## src/rtl/ALU_FNS.sv

```systemverilog
// ALU function encodings carried in funct7/funct3 of OP and OP_IMM.
package ALU_FNS;

    typedef enum logic [6:0] {
        ADD_SRL = 7'b0000000,
        SUB_SRA = 7'b0100000
    } alu_funct7_t;

    typedef enum logic [2:0] {
        ADD_SUB = 3'd0,
        SLL     = 3'd1,
        SLT     = 3'd2,
        SLTU    = 3'd3,
        XOR     = 3'd4,
        SRL_SRA = 3'd5,
        OR      = 3'd6,
        AND     = 3'd7
    } alu_funct3_t;

endpackage

```

## src/rtl/LOAD_STORE_FNS.sv

```systemverilog
// Load/store width encodings carried in funct3.
package LOAD_STORE_FNS;

    typedef enum logic [2:0] {
        BYTE   = 3'd0,
        HALF   = 3'd1,
        WORD   = 3'd2,
        BYTE_U = 3'd4,
        HALF_U = 3'd5
    } ls_funct3_t;

endpackage

```

## src/rtl/rv32i_opcodes.sv

```systemverilog
// RV32I base opcode map (inst[6:0]).
package rv32i_opcodes;

    typedef enum logic [6:0] {
        LOAD     = 7'b0000011,
        MISC_MEM = 7'b0001111,
        OP_IMM   = 7'b0010011,
        AUIPC    = 7'b0010111,
        STORE    = 7'b0100011,
        OP       = 7'b0110011,
        LUI      = 7'b0110111,
        BRANCH   = 7'b1100011,
        JALR     = 7'b1100111,
        JAL      = 7'b1101111,
        SYSTEM   = 7'b1110011
    } rv32i_opcode_t;

endpackage

```

## src/rtl/rv32i_decode_pkg.sv

```systemverilog
// Decode-stage types: instruction format tag, OP_IMM shift selectors, decoded field bundle.
package rv32i_decode_pkg;

    import rv32i_opcodes::*;
    import ALU_FNS::*;
    import LOAD_STORE_FNS::*;

    typedef enum logic [2:0] {
        FmtR = 3'd0,
        FmtI = 3'd1,
        FmtS = 3'd2,
        FmtB = 3'd3,
        FmtU = 3'd4,
        FmtJ = 3'd5
    } inst_fmt_t;

    localparam logic [2:0] Funct3Slli     = 3'b001;
    localparam logic [2:0] Funct3SrliSrai = 3'b101;

    typedef struct packed {
        logic [6:0] opcode;
        logic [4:0] rd;
        logic [4:0] rs1;
        logic [4:0] rs2;
        logic [2:0] funct3;
        logic [6:0] funct7;
        inst_fmt_t  fmt;
        logic       rd_we;
        logic       illegal;
    } dec_fields_t;

endpackage

```

## src/rtl/rv32i_imm_gen.sv

```systemverilog
// Combinational format classification and sign-extended immediate extraction.
module rv32i_imm_gen
    import rv32i_opcodes::*;
    import rv32i_decode_pkg::*;
#(
    parameter int unsigned XLEN = 32
) (
    input  logic [31:0]     inst,
    output inst_fmt_t       fmt,
    output logic [XLEN-1:0] imm
);

    always_comb begin
        fmt = FmtR;
        case (inst[6:0])
            OP_IMM, LOAD, JALR, SYSTEM, MISC_MEM: fmt = FmtI;
            STORE:                                fmt = FmtS;
            BRANCH:                               fmt = FmtB;
            LUI, AUIPC:                           fmt = FmtU;
            JAL:                                  fmt = FmtJ;
            default:                              fmt = FmtR;
        endcase
    end

    // Replication counts absorb inst[31] so every form stays legal at XLEN == 32.
    always_comb begin
        imm = '0;
        case (fmt)
            FmtI: imm = {{(XLEN-12){inst[31]}}, inst[31:20]};
            FmtS: imm = {{(XLEN-12){inst[31]}}, inst[31:25], inst[11:7]};
            FmtB: imm = {{(XLEN-12){inst[31]}}, inst[7], inst[30:25], inst[11:8], 1'b0};
            FmtU: imm = {{(XLEN-31){inst[31]}}, inst[30:12], 12'b0};
            FmtJ: imm = {{(XLEN-20){inst[31]}}, inst[19:12], inst[20], inst[30:21], 1'b0};
            default: imm = '0;
        endcase
    end

endmodule

```

## src/rtl/rv32i_decode_stage.sv

```systemverilog
// RV32I decode pipeline stage: legality check, field split, registered output with skid buffer.
module rv32i_decode_stage
    import rv32i_opcodes::*;
    import ALU_FNS::*;
    import LOAD_STORE_FNS::*;
    import rv32i_decode_pkg::*;
#(
    parameter int unsigned XLEN    = 32,
    parameter bit          SKID_EN = 1'b1
) (
    input  logic            clk,
    input  logic            rst,
    input  logic            flush,
    input  logic            in_valid,
    output logic            in_ready,
    input  logic [31:0]     in_inst,
    input  logic [XLEN-1:0] in_pc,
    output logic            out_valid,
    input  logic            out_ready,
    output logic [XLEN-1:0] out_pc,
    output logic [6:0]      out_opcode,
    output logic [4:0]      out_rd,
    output logic [4:0]      out_rs1,
    output logic [4:0]      out_rs2,
    output logic [2:0]      out_funct3,
    output logic [6:0]      out_funct7,
    output logic [2:0]      out_fmt,
    output logic [XLEN-1:0] out_imm,
    output logic            out_rd_we,
    output logic            out_illegal
);

    typedef struct packed {
        logic [XLEN-1:0] pc;
        logic [XLEN-1:0] imm;
        dec_fields_t     f;
    } bundle_t;

    logic [6:0]      opc;
    logic [2:0]      f3;
    logic [6:0]      f7;
    logic            illegal;
    inst_fmt_t       fmt;
    logic [XLEN-1:0] imm;
    bundle_t         dec_bundle;

    bundle_t main_q, main_d, skid_q, skid_d;
    logic    main_valid_q, main_valid_d, skid_valid_q, skid_valid_d;
    logic    accept;

    assign opc = in_inst[6:0];
    assign f3  = in_inst[14:12];
    assign f7  = in_inst[31:25];

    rv32i_imm_gen #(
        .XLEN(XLEN)
    ) u_imm_gen (
        .inst(in_inst),
        .fmt (fmt),
        .imm (imm)
    );

    always_comb begin
        illegal = 1'b0;
        case (opc)
            OP: begin
                if (f7 == SUB_SRA) begin
                    illegal = !(f3 == ADD_SUB || f3 == SRL_SRA);
                end else begin
                    illegal = (f7 != ADD_SRL);
                end
            end
            OP_IMM: begin
                if (f3 == Funct3Slli) begin
                    illegal = (f7 != 7'd0);
                end else if (f3 == Funct3SrliSrai) begin
                    illegal = !(f7 == ADD_SRL || f7 == SUB_SRA);
                end
            end
            LOAD:   illegal = !(f3 inside {BYTE, HALF, WORD, BYTE_U, HALF_U});
            STORE:  illegal = (f3 > WORD);
            BRANCH: illegal = (f3 == 3'b010 || f3 == 3'b011);
            JALR:   illegal = (f3 != 3'b000);
            LUI, AUIPC, JAL, MISC_MEM, SYSTEM: illegal = 1'b0;
            default: illegal = 1'b1;
        endcase
    end

    always_comb begin
        dec_bundle          = '0;
        dec_bundle.pc       = in_pc;
        dec_bundle.imm      = imm;
        dec_bundle.f.opcode = opc;
        dec_bundle.f.rd     = in_inst[11:7];
        dec_bundle.f.rs1    = in_inst[19:15];
        dec_bundle.f.rs2    = in_inst[24:20];
        dec_bundle.f.funct3 = f3;
        dec_bundle.f.funct7 = f7;
        dec_bundle.f.fmt    = fmt;
        dec_bundle.f.illegal = illegal;
        dec_bundle.f.rd_we  = !illegal && (in_inst[11:7] != 5'd0) &&
                              !(opc inside {STORE, BRANCH, MISC_MEM, SYSTEM});
    end

    // With the skid entry, in_ready depends only on flop state, breaking the out_ready path.
    assign in_ready = SKID_EN ? !skid_valid_q : (!main_valid_q || out_ready);
    assign accept   = in_valid && in_ready && !flush;

    always_comb begin
        main_valid_d = main_valid_q;
        main_d       = main_q;
        skid_valid_d = skid_valid_q;
        skid_d       = skid_q;
        if (flush) begin
            main_valid_d = 1'b0;
            skid_valid_d = 1'b0;
        end else if (!main_valid_q || out_ready) begin
            if (skid_valid_q) begin
                main_d       = skid_q;
                main_valid_d = 1'b1;
                skid_valid_d = 1'b0;
            end else begin
                main_valid_d = accept;
                if (accept) begin
                    main_d = dec_bundle;
                end
            end
        end else if (accept) begin
            skid_d       = dec_bundle;
            skid_valid_d = 1'b1;
        end
    end

    always_ff @(posedge clk or posedge rst) begin
        if (rst) begin
            main_valid_q <= 1'b0;
            main_q       <= '0;
            skid_valid_q <= 1'b0;
            skid_q       <= '0;
        end else begin
            main_valid_q <= main_valid_d;
            main_q       <= main_d;
            skid_valid_q <= skid_valid_d;
            skid_q       <= skid_d;
        end
    end

    assign out_valid   = main_valid_q;
    assign out_pc      = main_q.pc;
    assign out_imm     = main_q.imm;
    assign out_opcode  = main_q.f.opcode;
    assign out_rd      = main_q.f.rd;
    assign out_rs1     = main_q.f.rs1;
    assign out_rs2     = main_q.f.rs2;
    assign out_funct3  = main_q.f.funct3;
    assign out_funct7  = main_q.f.funct7;
    assign out_fmt     = main_q.f.fmt;
    assign out_rd_we   = main_q.f.rd_we;
    assign out_illegal = main_q.f.illegal;

endmodule

```

## config.mk

```make
export PLATFORM = sky130hd
export DESIGN_NAME = rv32i_decode_stage
export DESIGN_NICKNAME = d
export VERILOG_FILES = /design/src/rtl/ALU_FNS.sv /design/src/rtl/LOAD_STORE_FNS.sv /design/src/rtl/rv32i_opcodes.sv /design/src/rtl/rv32i_decode_pkg.sv /design/src/rtl/rv32i_imm_gen.sv /design/src/rtl/rv32i_decode_stage.sv
export SDC_FILE = /design/constraint.sdc
export NUM_CORES = 1
export LEC_CHECK = 0
export CAP_MARGIN = 20
export CORE_MARGIN = 2
export CORE_UTILIZATION = 52
export DETAILED_ROUTE_END_ITERATION = 7
export PLACE_DENSITY = 0.83
export SLEW_MARGIN = 10
export SYNTH_ARGS = -nofsm -noshare
export SYNTH_HDL_FRONTEND = slang
export SYNTH_SLANG_ARGS = --single-unit
```

## constraint.sdc

```tcl
create_clock -name clk -period 9.2 [get_ports clk]
set_input_delay 2.76 -clock clk [delete_from_list [all_inputs] [get_ports clk]]
set_output_delay 2.76 -clock clk [all_outputs]
set_load 0.1 [all_outputs]
```

==> qor.txt <==
setup_tns = 0 ns
register bit total from synthesis = 204
pin count of the biggest net entering global routing = 132
GP Congestion = 0.864
Mean Syn Cell Area = 9.42 sq um
ANT nets after route = 0
clock-pin slew on the worst setup and hold paths = 0.06 ns
drt first pass iters = 5
Synth Area in Compound Gates = 0.141
Layout area overhead = 27.5%
H-tree depth = 1
Synth cell types = 55
maximum VDD drop = 0.184 mV
final-report max-slew violation count = 0
Simple-Gate Fraction of Synth Area = 0.191
Post-Synth XOR/XNOR Area = 0.00192
Worst EP arrival = 2.92 ns
number of flops mapped to enable cells by yosys = 0
Die Width = 136 um
Slew @ Worst Pin = 1.13 ns
hold path depth = 2
Antenna diodes = 0
hpwl dp = 14600 um
cell with the most instances after synthesis = nand2_1
fin util = 0.674
Synth Cell Area = 9100 sq um
Setup crit start kind = flip-flop
Max Clock Freq = 176 MHz
vias in the first global route = 7073
top_reg_cell synth = dfrtp_1
Net Switching = 1.08 mW
drt via density = 5.60
Post-synth top cells = nand2_1 (297), dfrtp_1 (204), o21ai_0 (117), mux2i_1 (59), a21oi_1 (52)
Yosys top cell area share = 0.561
DRT iter0 DRCs = 634
Routed WL = 22900 um
Max stage delay on crit path = 1.25 ns
RR Endpoint = out_imm[25]
r2r setup slk = 6.12 ns
Non-Filler Instances = 1339
critical path cell sequence = inv_1 -> clkdlybuf4s50_1
core area = 17200 sq um
Slew headroom = 0.246
clk sinks = 204
unrepaired setup endpoints after global routing = no
Min Hold Slack = 0.472 ns
largest family of logic cells by synthesized area = simple AND/OR/NAND/NOR gates
CTS tree = done
Adder-Cell Fraction of Synth Area = 0
Comb power frac = 0.295
CTS resizes = 0
die area = 18600 sq um
TritonCTS buffer count = 23
Global Route Usage Sum = 0.246
FP Rows = 48
CP max-delay cell = clkdlybuf4s50_1
# hold bufs at CTS = 0
clk buf depth = 3
YS warnings = 0
mux share of post-synthesis cell area = 0.0673
Final min period = 5.68 ns
postcts setup bufs = 0
Setup Skew = 0.0101 ns
Post-Syn Instances = 967
Hold Violations, Final = 0
Layout Nets = 1168
CP endpoint kind = primary output
FF-to-FF path depth = 6
Synth area leader = dfrtp_1
Clk pwr share = 0.315
port buffer count = 171
Worst-Skew Late Latency = 0.50 ns
dpl cells = 1299
grt ovf = 0
Internal Power = 1.81 mW
static leakage = 5.09 nW
total number of vias = 7503
Critical R2R Launch = skid_valid_q
count of final setup violators = 0
Async SR Flop Fraction = 1.00
dominant cells by area after synthesis = dfrtp_1 (56%), nand2_1 (12%), mux2i_1 (6.5%), o21ai_0 (6.4%), a21oi_1 (2.9%)
Die H = 136 um
CP Data Required Time = 6.44 ns
Seq pwr share = 0.390
root buffer cell = clkbuf_16
min-delay worst type = reg2reg
DRC Markers = 0
Pwr Total = 2.89 mW
critical path fanouts, max = 28
first-pass GRT wire length = 36500 um
status = completed
sequential share of the synthesized area = 0.561
crit path kind = reg2out
Ports = 172
Wirelength per Cell = 17.1 um
hold path start = skid_q[23]
pwr/cell area = 249 nW/um^2
final period utilization = 0.617
syn nets = 1036
Max Cap Violations = 0
starting density of the core = 0.528
share of layout cells above drive strength 1 = 0.0530
initial antenna violation count = 0
switching fraction of total power = 0.374
Worst Hold Endpoint = skid_q[23]
flip-flops by register name, summed over array words and instances (netlist names):
| name | count |
|---|---|
| skid_q | 101 |
| out_imm | 32 |
| out_pc | 32 |
| out_funct7 | 7 |
| out_opcode | 7 |
| out_rd | 5 |
| out_rs1 | 5 |
| out_rs2 | 5 |
| out_fmt | 3 |
| out_funct3 | 3 |
| out_illegal | 1 |
| out_rd_we | 1 |
| out_valid | 1 |
| skid_valid_q | 1 |
power by group through the flow:
stage	registers (mW)	logic (mW)	clock network [mW]
after global placement	1.13	0.841	0
after floorplan	1.58	0.185	0
after detailed placement	1.14	0.855	0
after global routing	1.14	0.900	0.961
after CTS	1.13	0.858	0.928
final	1.13	0.853	0.912
metal layers:
metal | share of wire | up-vias | routed length [um] | track usage
met2 | 0.48 | 268 | 10900 | 0.394
met1 | 0.44 | 3647 | 10100 | 0.353
met4 | 0.028 | 0 | 636 | 0.0700
met5 | 0 | - | 0 | 0
li1 | - | 3542 | - | -
met3 | 0.056 | 46 | 1280 | 0.0343
cell families (layout without fill, tap and decap cells):
family	Yosys count	in the layout
AND/OR/NAND/NOR	399	399
buffers and inverters	77	224
XOR/XNOR	2	2
flip-flops	204	204
AO/OA/AOI/OAI	224	224
multiplexers	61	61
how the worst max path moves through the flow:
| stage | start | slack, ns | endpoint | cells after the start |
|---|---|---|---|---|
| floorplan | rst | 0.87 | out_fmt[0] | 1 |
| global placement | out_ready | 3.48 | out_imm[21] | 7 |
| detailed placement | out_ready | 3.41 | out_imm[25] | 7 |
| CTS | skid_valid_q | 3.54 | in_ready | 2 |
| global route | skid_valid_q | 3.46 | in_ready | 2 |
| finish | skid_valid_q | 3.52 | in_ready | 2 |
critical path, delay by kind of cell, from the launching register on:
| kind | cells | cell delay [ns] |
|---|---|---|
| DFF | 1 | 0.62 |
| buffers and inverters | 2 | 1.79 |
metrics by stage:
step / area (sq um) / setup slack [ns]
after floorplan: 9100 / 0.873
after global placement: 10800 / 3.48
after detailed placement: 10800 / 3.41
after CTS: 11600 / 3.54
after global routing: 11600 / 3.46
final: 11600 / 3.52
area by class of cell:
| class | instances | area, sq um |
|---|---|---|
| Fill cell | 1337 | 5630 |
| Sequential cell | 204 | 5110 |
| Multi-Input combinational cell | 686 | 3660 |
| Timing Repair Buffer | 178 | 1760 |
| Clock buffer | 37 | 718 |
| Tap cell | 225 | 282 |
| Clock inverter | 3 | 43.8 |
| Inverter | 6 | 30.0 |
cells in the final DEF, fill, tap and decap left out, types with 3 or more instances in the layout:
cell type,synthesis,final
dfrtp_1,204,203
o21ai_0,117,117
and3_1,14,13
inv_1,6,5
o31ai_1,3,3
a31oi_1,10,10
clkbuf_8,0,9
nor3_1,3,3
o21a_1,3,3
a22o_1,7,7
mux2i_1,59,59
buf_4,4,7
nand2b_1,7,7
nor2b_1,9,9
clkbuf_16,0,23
clkdlybuf4s50_1,0,171
a22oi_1,8,8
o21ai_1,5,5
nand4_1,3,3
nand2_1,297,297
nand3_1,10,9
nor2_1,20,20
or3_1,17,17
a21oi_1,52,52
clkbuf_1,41,5
nand4b_1,3,3
No activity file was read; power rests on OpenSTA's default activity.
